`src/rtl/key_event_counter_pkg.sv`:
```
// Shared types and constants for key_event_counter: FSM encoding, BCD digit
// width and the two-digit count payload.
package key_event_counter_pkg;

    localparam int unsigned STATE_W     = 2;
    localparam int unsigned BCD_DIGIT_W = 4;
    localparam int unsigned BCD_COUNT_W = 2 * BCD_DIGIT_W;

    localparam logic [BCD_DIGIT_W-1:0] BCD_MAX_DIGIT = BCD_DIGIT_W'(9);

    typedef enum logic [STATE_W-1:0] {
        IDLE  = 2'd0,
        PRESS = 2'd1,
        HELD  = 2'd2
    } key_state_e;

    typedef struct packed {
        logic [BCD_DIGIT_W-1:0] tens;
        logic [BCD_DIGIT_W-1:0] ones;
    } bcd_count_t;

    // Next BCD value; anything at or above 9 returns to 0 so a digit can
    // never leave the BCD range.
    function automatic logic [BCD_DIGIT_W-1:0] bcd_next(input logic [BCD_DIGIT_W-1:0] d);
        if (d >= BCD_MAX_DIGIT) begin
            return '0;
        end
        return d + BCD_DIGIT_W'(1);
    endfunction

endpackage

```
`src/rtl/key_event_counter_bcd_digit.sv`:
```
// Single BCD digit with increment enable, synchronous reset and a carry that
// fires in the cycle the digit wraps 9 -> 0.
module bcd_digit
    import key_event_counter_pkg::*;
(
    input  logic                   clk,
    input  logic                   rst,
    input  logic                   inc,
    output logic [BCD_DIGIT_W-1:0] digit,
    output logic                   carry_out
);

    always_ff @(posedge clk) begin
        if (rst) begin
            digit <= '0;
        end else if (inc) begin
            digit <= bcd_next(digit);
        end
    end

    assign carry_out = inc && (digit == BCD_MAX_DIGIT);

endmodule

```
`src/rtl/key_event_counter.sv`:
```
// Key press classifier with two-digit BCD event counter.
// Long-press detection is built only when KEY_EVENT_LONG_PRESS_EN is defined.
module key_event_counter
    import key_event_counter_pkg::*;
#(
    parameter int unsigned HOLD_CYCLES = 8
) (
    input  logic                   clk,
    input  logic                   rst,
    input  logic                   key_in,
    output logic                   press_pulse,
    output logic                   long_pulse,
    output logic [BCD_COUNT_W-1:0] count_bcd
);

    if (HOLD_CYCLES < 2) begin : g_hold_check
        $error("key_event_counter: HOLD_CYCLES must be at least 2");
    end

    key_state_e state_q;
    key_state_e state_d;
    logic       press_d;

`ifdef KEY_EVENT_LONG_PRESS_EN
    localparam int unsigned      CNT_W     = $clog2(HOLD_CYCLES) + 1;
    localparam logic [CNT_W-1:0] HOLD_LAST = CNT_W'(HOLD_CYCLES - 1);

    logic [CNT_W-1:0] hold_cnt_q;
    logic [CNT_W-1:0] hold_cnt_d;
    logic             long_d;

    // State, hold counter and registered pulses
    always_ff @(posedge clk) begin
        if (rst) begin
            state_q     <= IDLE;
            hold_cnt_q  <= '0;
            press_pulse <= 1'b0;
            long_pulse  <= 1'b0;
        end else begin
            state_q     <= state_d;
            hold_cnt_q  <= hold_cnt_d;
            press_pulse <= press_d;
            long_pulse  <= long_d;
        end
    end

    // hold_cnt counts high samples seen so far; it stops at HOLD_LAST
    always_comb begin
        state_d    = state_q;
        hold_cnt_d = hold_cnt_q;
        press_d    = 1'b0;
        long_d     = 1'b0;
        case (state_q)
            IDLE: begin
                hold_cnt_d = '0;
                if (key_in) begin
                    state_d    = PRESS;
                    hold_cnt_d = CNT_W'(1);
                end
            end
            PRESS: begin
                if (!key_in) begin
                    state_d    = IDLE;
                    hold_cnt_d = '0;
                    press_d    = 1'b1;
                end else if (hold_cnt_q == HOLD_LAST) begin
                    state_d = HELD;
                    long_d  = 1'b1;
                end else begin
                    hold_cnt_d = hold_cnt_q + CNT_W'(1);
                end
            end
            HELD: begin
                if (!key_in) begin
                    state_d    = IDLE;
                    hold_cnt_d = '0;
                end
            end
            default: begin
                state_d    = IDLE;
                hold_cnt_d = '0;
            end
        endcase
    end
`else
    // State and registered press pulse
    always_ff @(posedge clk) begin
        if (rst) begin
            state_q     <= IDLE;
            press_pulse <= 1'b0;
        end else begin
            state_q     <= state_d;
            press_pulse <= press_d;
        end
    end

    // Press is reported on the rising edge of the key; release is silent
    always_comb begin
        state_d = state_q;
        press_d = 1'b0;
        case (state_q)
            IDLE: begin
                if (key_in) begin
                    state_d = PRESS;
                    press_d = 1'b1;
                end
            end
            PRESS: begin
                if (!key_in) begin
                    state_d = IDLE;
                end
            end
            default: begin
                state_d = IDLE;
            end
        endcase
    end

    assign long_pulse = 1'b0;
`endif

    bcd_count_t count_q;
    logic       count_inc;
    logic       ones_carry;
    logic       tens_carry_unused;

    assign count_inc = press_pulse | long_pulse;

    bcd_digit u_ones (
        .clk       (clk),
        .rst       (rst),
        .inc       (count_inc),
        .digit     (count_q.ones),
        .carry_out (ones_carry)
    );

    bcd_digit u_tens (
        .clk       (clk),
        .rst       (rst),
        .inc       (ones_carry),
        .digit     (count_q.tens),
        .carry_out (tens_carry_unused)
    );

    assign count_bcd = count_q;

endmodule

```
`config.mk`:
```
export PLATFORM = sky130hd
export DESIGN_NAME = key_event_counter
export DESIGN_NICKNAME = d
export VERILOG_FILES = /design/src/rtl/key_event_counter_pkg.sv /design/src/rtl/key_event_counter_bcd_digit.sv /design/src/rtl/key_event_counter.sv
export SDC_FILE = /design/constraint.sdc
export NUM_CORES = 1
export LEC_CHECK = 0
export ABC_AREA = 1
export BUFFER_PORTS_ARGS = -buffer_cell sky130_fd_sc_hd__buf_2
export CAP_MARGIN = 20
export CORE_UTILIZATION = 25
export CTS_CLUSTER_DIAMETER = 40
export CTS_CLUSTER_SIZE = 28
export DETAILED_ROUTE_END_ITERATION = 6
export SYNTH_ARGS = -nofsm -noshare
export SYNTH_HDL_FRONTEND = slang
export SYNTH_SLANG_ARGS = --single-unit
```
`constraint.sdc`:
```
create_clock -name clk -period 2.3 [get_ports clk]
set_input_delay 0.46 -clock clk [delete_from_list [all_inputs] [get_ports clk]]
set_output_delay 0.46 -clock clk [all_outputs]
set_load 0.03 [all_outputs]
```
## Word-level counts from Yosys, hierarchy flattened

Cells that the tools add are included.

- Input bits: 3
- Logic and storage cells: 31
- Output and inout bits: 10
- Bits in registers: 11

- Mux-type cells: 14
- Reduce and logical (&&, ||, !) cells: 4
- Bitwise logic cells: 1
- Add/sub/neg operators: 2
- Equal/unequal tests: 4
- Magnitude comparators: 2

Operator list:

| operator | count |
|---|---|
| 4-bit 2-to-1 mux | 4 |
| 4-bit by 1-bit adder with 4-bit output, second input constant | 2 |
| 4-bit >= comparator, second input constant | 2 |
| 1-bit 2-to-1 mux | 7 |
| 4-bit == test, second input constant | 1 |
| 2-bit 2-to-1 mux | 2 |
| 2-bit != test, second input constant | 2 |
| 2-bit case mux with 2 select lines | 1 |
| 2-bit by 1-bit == test with 1-bit output, second input constant | 1 |
| 2-bit logical NOT | 1 |
| 2-bit AND reduction | 1 |
| 2-bit OR reduction | 1 |
| 1-bit logical AND | 1 |
| 1-bit NOT | 1 |

## Longest topological paths before layout

- Depth in word-level cells: 5
- Depth in mapped cells: 8
- Gate-level depth less buffers: 8

## Hierarchy

From an unflattened synthesis, not the netlist that was laid out.

- Cell total of the unflattened synthesis: 82
- Area total of the unflattened synthesis: 591.8 µm²

By module, submodules not included:

| module | sequential area each (µm²) | cells each | area each (µm²) | times used |
|---|---|---|---|---|
| bcd_digit | 80.1 | 37 | 260.2 | 2 |
| key_event_counter | 40.0 | 8 | 71.3 | 1 |

## Worst setup path before layout

No wires, ideal clock.

- Kind: register -> register
- From: register u_ones.digit[0]
- To: register u_tens.digit[2]
- Period minus slack after synthesis: 1328 ps
- Arrival: 1214 ps
- Setup time: 114 ps
- Path buffers: 0
- Stages on the path, launching flop included: 7
- Path slack: 972 ps
- Data required time: 2186 ps
- Cell sequence: dfxtp_1 -> ha_1 -> nand2_1 -> nor2_4 -> nand3_1 -> nand2_1 -> nor2_1

- Longest elaborated chain between the ends: 2

Ends and longest elaborated chain:

| what | line | source |
|---|---|---|
| start: declaration | key_event_counter_bcd_digit.sv:9 | `output logic [BCD_DIGIT_W-1:0] digit,` |
| start signal: assignment | key_event_counter_bcd_digit.sv:17 | `digit <= bcd_next(digit);` |
| 4-bit == test | key_event_counter_bcd_digit.sv:21 | `assign carry_out = inc && (digit == BCD_MAX_DIGIT);` |
| 1-bit logical AND | key_event_counter_bcd_digit.sv:21 |  |
| end signal: assignment | key_event_counter_bcd_digit.sv:17 |  |
| end: declaration | key_event_counter_bcd_digit.sv:9 |  |

Every way passes these cells.
A chain may end at the register's enable or synchronous reset.

## Worst setup path after layout

- From: register press_pulse
- To: output port press_pulse

RTL lines:

| what | line | source |
|---|---|---|
| start: declaration | key_event_counter.sv:11 | `output logic press_pulse,` |
| start signal: assignment | key_event_counter.sv:93 | `press_pulse <= press_d;` |

No word-level cell between the ends.

==> insert_results.sql <==
INSERT INTO impl_metrics (metric_group, metric, value, unit) VALUES
('synth', 'yosysUniqueCellTypes', '16', ''),
('cells_and_area', 'mostFrequentLayoutCells', '22 x sky130_fd_sc_hd__nand2_1, 12 x sky130_fd_sc_hd__inv_1, 11 x sky130_fd_sc_hd__nor2_1, 11 x sky130_fd_sc_hd__buf_2, 10 x sky130_fd_sc_hd__dfxtp_1', ''),
('cells_and_area', 'flow.area_growth_from_synthesis', '19.1', '%'),
('hold_path', 'min_path_cells', '1', ''),
('outcome', 'outcome', 'completed', ''),
('power', 'p_leak', '0.327', 'nW'),
('cts', 'cts.htree.levels', '1', ''),
('placement', 'gp_congestion', '0.772', ''),
('cts', 'clock_latency', '0.26', 'ns'),
('synth', 'synth_edf_count', '0', ''),
('timing', 'hold_violations', '0', ''),
('die', 'die_width', '48.6', 'um'),
('cells_and_area', 'post_route_cells_drive_above_1_share', '18.0', '%'),
('critical_path', 'worst_setup_path_end_kind', 'primary output', ''),
('synth', 'synth.largest_area_cell', 'sky130_fd_sc_hd__dfxtp_1', ''),
('cells_and_area', 'post-route-cell-area', '647', 'sq um'),
('grt', 'number_of_global_route_vias_before_repair', '405', ''),
('cells_and_area', 'finalNetCount', '100', ''),
('critical_path', 'r2r_end', 'u_tens.digit[3]', ''),
('hold_path', 'whs_endpoint', 'press_pulse', ''),
('critical_path', 'timing.reg2reg.worst_path_depth', '6', ''),
('grt', 'groute.usage.overall', '8.74', '%'),
('placement', 'postPlaceCellArea', '624', 'sq um'),
('drt', 'ant_nets', '0', ''),
('timing', 'final_max_slew_viol_count', '0', ''),
('timing', 'timing.setup.tns', '0', 'ns'),
('flow_run', 'maximum_capacitance_violations', '0', ''),
('drt', 'totalWireLength', '926', 'um'),
('cells_and_area', 'insertedDiodeCount', '0', ''),
('cells_and_area', 'finish.utilization', '32.3', '%'),
('timing', 'setup_repair_after_global_routing_missed_its_margin', 'false', ''),
('synth', 'cell_types_with_the_largest_area_share_after_synthesis', 'sky130_fd_sc_hd__dfxtp_1 37%, sky130_fd_sc_hd__nand2_1 15%, sky130_fd_sc_hd__ha_1 14%', ''),
('critical_path', 'timing.critical_path.slowest_stage_cell', 'sky130_fd_sc_hd__dfxtp_1', ''),
('timing', 'achievable-frequency', '713', 'MHz'),
('timing', 'final.period_utilization', '60.9', '%'),
('power', 'design_power_total', '0.320', 'mW'),
('critical_path', 'required', '1.84', 'ns'),
('cts', 'root_buffer', 'sky130_fd_sc_hd__clkbuf_4', ''),
('drt', 'routed_via_density', '4.14', ''),
('synth', 'ys_async_sr_fraction', '0', '%'),
('synth', 'main_flop_type_after_synthesis', 'sky130_fd_sc_hd__dfxtp_1', ''),
('die', 'ioPinCount', '13', ''),
('placement', 'hpwl', '728', 'um'),
('critical_path', 'worst_path_max_stage_delay', '0.44', 'ns'),
('grt', 'antenna_found_initial', '0', ''),
('synth', 'synth_top_area_share', '36.9', '%'),
('drt', 'drt_first_pass_iters', '4', ''),
('cts', 'clkTransAtPathRegs', '0.06', 'ns'),
('synth', 'synth_area_per_cell', '7.15', 'sq um'),
('critical_path', 'crit_path_start_kind', 'register', ''),
('synth', 'synthesis.area', '543', 'sq um'),
('synth', 'post_synthesis_sequential_element_count', '10', ''),
('cts', 'cts_buffers', '3', ''),
('die', 'core_area', '0.00200', 'sq mm'),
('synth', 'synthesis.nets', '85', ''),
('timing', 'setup-violations-final', '0', ''),
('power', 'ir_drop', '0.000367', 'V'),
('timing', 'timing.final.crit_period', '1.40', 'ns'),
('critical_path', 'worstPathArrival', '0.94', 'ns'),
('critical_path', 'timing.rr.start', 'u_ones.digit[0]', ''),
('drt', 'detail_route.wl_per_cell', '7.98', 'um'),
('synth', 'yosys_warning_count', '0', ''),
('timing', 'fin_skew', '0.00479', 'ns'),
('hold_path', 'worstHoldStart', 'state_q[0]', ''),
('grt', 'grt_first_pass_wirelength', '1600', 'um'),
('critical_path', 'timing_worst_setup_path_type', 'reg -> out', ''),
('drt', 'drt_iter0_drc', '8', ''),
('cts', 'cts_hold_repair.buffers', '0', ''),
('critical_path', 'cp_max_fanout', '6', ''),
('critical_path', 'worst-path-buf-inv', '1', ''),
('cts', 'tritoncts', 'built', '');
[layer usage]
| layer | wire length (um) | share of wire, % | track usage, % |
|---|---|---|---|
| met2 | 423 | 46 | 13.7 |
| met3 | 49 | 5.3 | 3.77 |
| met1 | 440 | 48 | 10.1 |
| met5 | 0 | 0 | 0 |
| met4 | 12 | 1.3 | 4.41 |
[how the worst max path moves through the flow]
stage                          startpoint  slack [ns]         endpoint  cells past startpoint
after detailed placement  u_ones.digit[0]        1.10  u_tens.digit[3]                      6
after global routing          press_pulse        0.84      press_pulse                      1
after floorplan           u_ones.digit[0]        0.97  u_tens.digit[2]                      6
after CTS                     press_pulse        0.88      press_pulse                      1
final                         press_pulse        0.90      press_pulse                      1
after global placement    u_ones.digit[1]        1.15  u_ones.digit[0]                      7
[cell families after synthesis]
| group | share of synthesized area, % |
|---|---|
| adder cells (fa/ha/maj) | 13.8 |
| AND/OR/NAND/NOR | 33.0 |
| buffers and inverters | 9.68 |
| flip-flops | 36.9 |
| XOR/XNOR | 3.23 |
| other | 0.691 |
| multiplexers | 1.84 |
| AO/OA/AOI/OAI | 0.921 |
[final cells by class]
class | count | area, sq um
fill | 229 | 1360
clock buffer | 3 | 22.5
sequential | 10 | 200
timing repair buffer | 11 | 55.1
multi-input combinational | 53 | 290
tap | 27 | 33.8
inverter | 12 | 45.0
[registers in the layout, indices dropped and copies added, names as in the netlist]
register / cells
press_pulse: 1
u_tens.digit: 4
u_ones.digit: 4
state_q: 1
[power breakdown]
part           switching [mW]  internal [mW]
registers             0.00427          0.177
clock network          0.0522         0.0600
logic                  0.0177        0.00871
[synth_stat cells, drive strengths merged (2+ instances only)]
cell / count
nor2: 12
ha: 6
inv: 12
dfxtp: 10
nor3: 2
nand2: 23
nand3: 4
[through the flow]
stage / instances / worst slack, ns / hold slack [ns]
after floorplan: 76 / 0.972 / 0.374
after global routing: 116 / 0.838 / 0.389
after CTS: 116 / 0.881 / 0.388
after detailed placement: 113 / 1.10 / 0.386
after global placement: 113 / 1.15 / 0.379
final: 116 / 0.898 / 0.391
(Power assumes the default switching activity.)
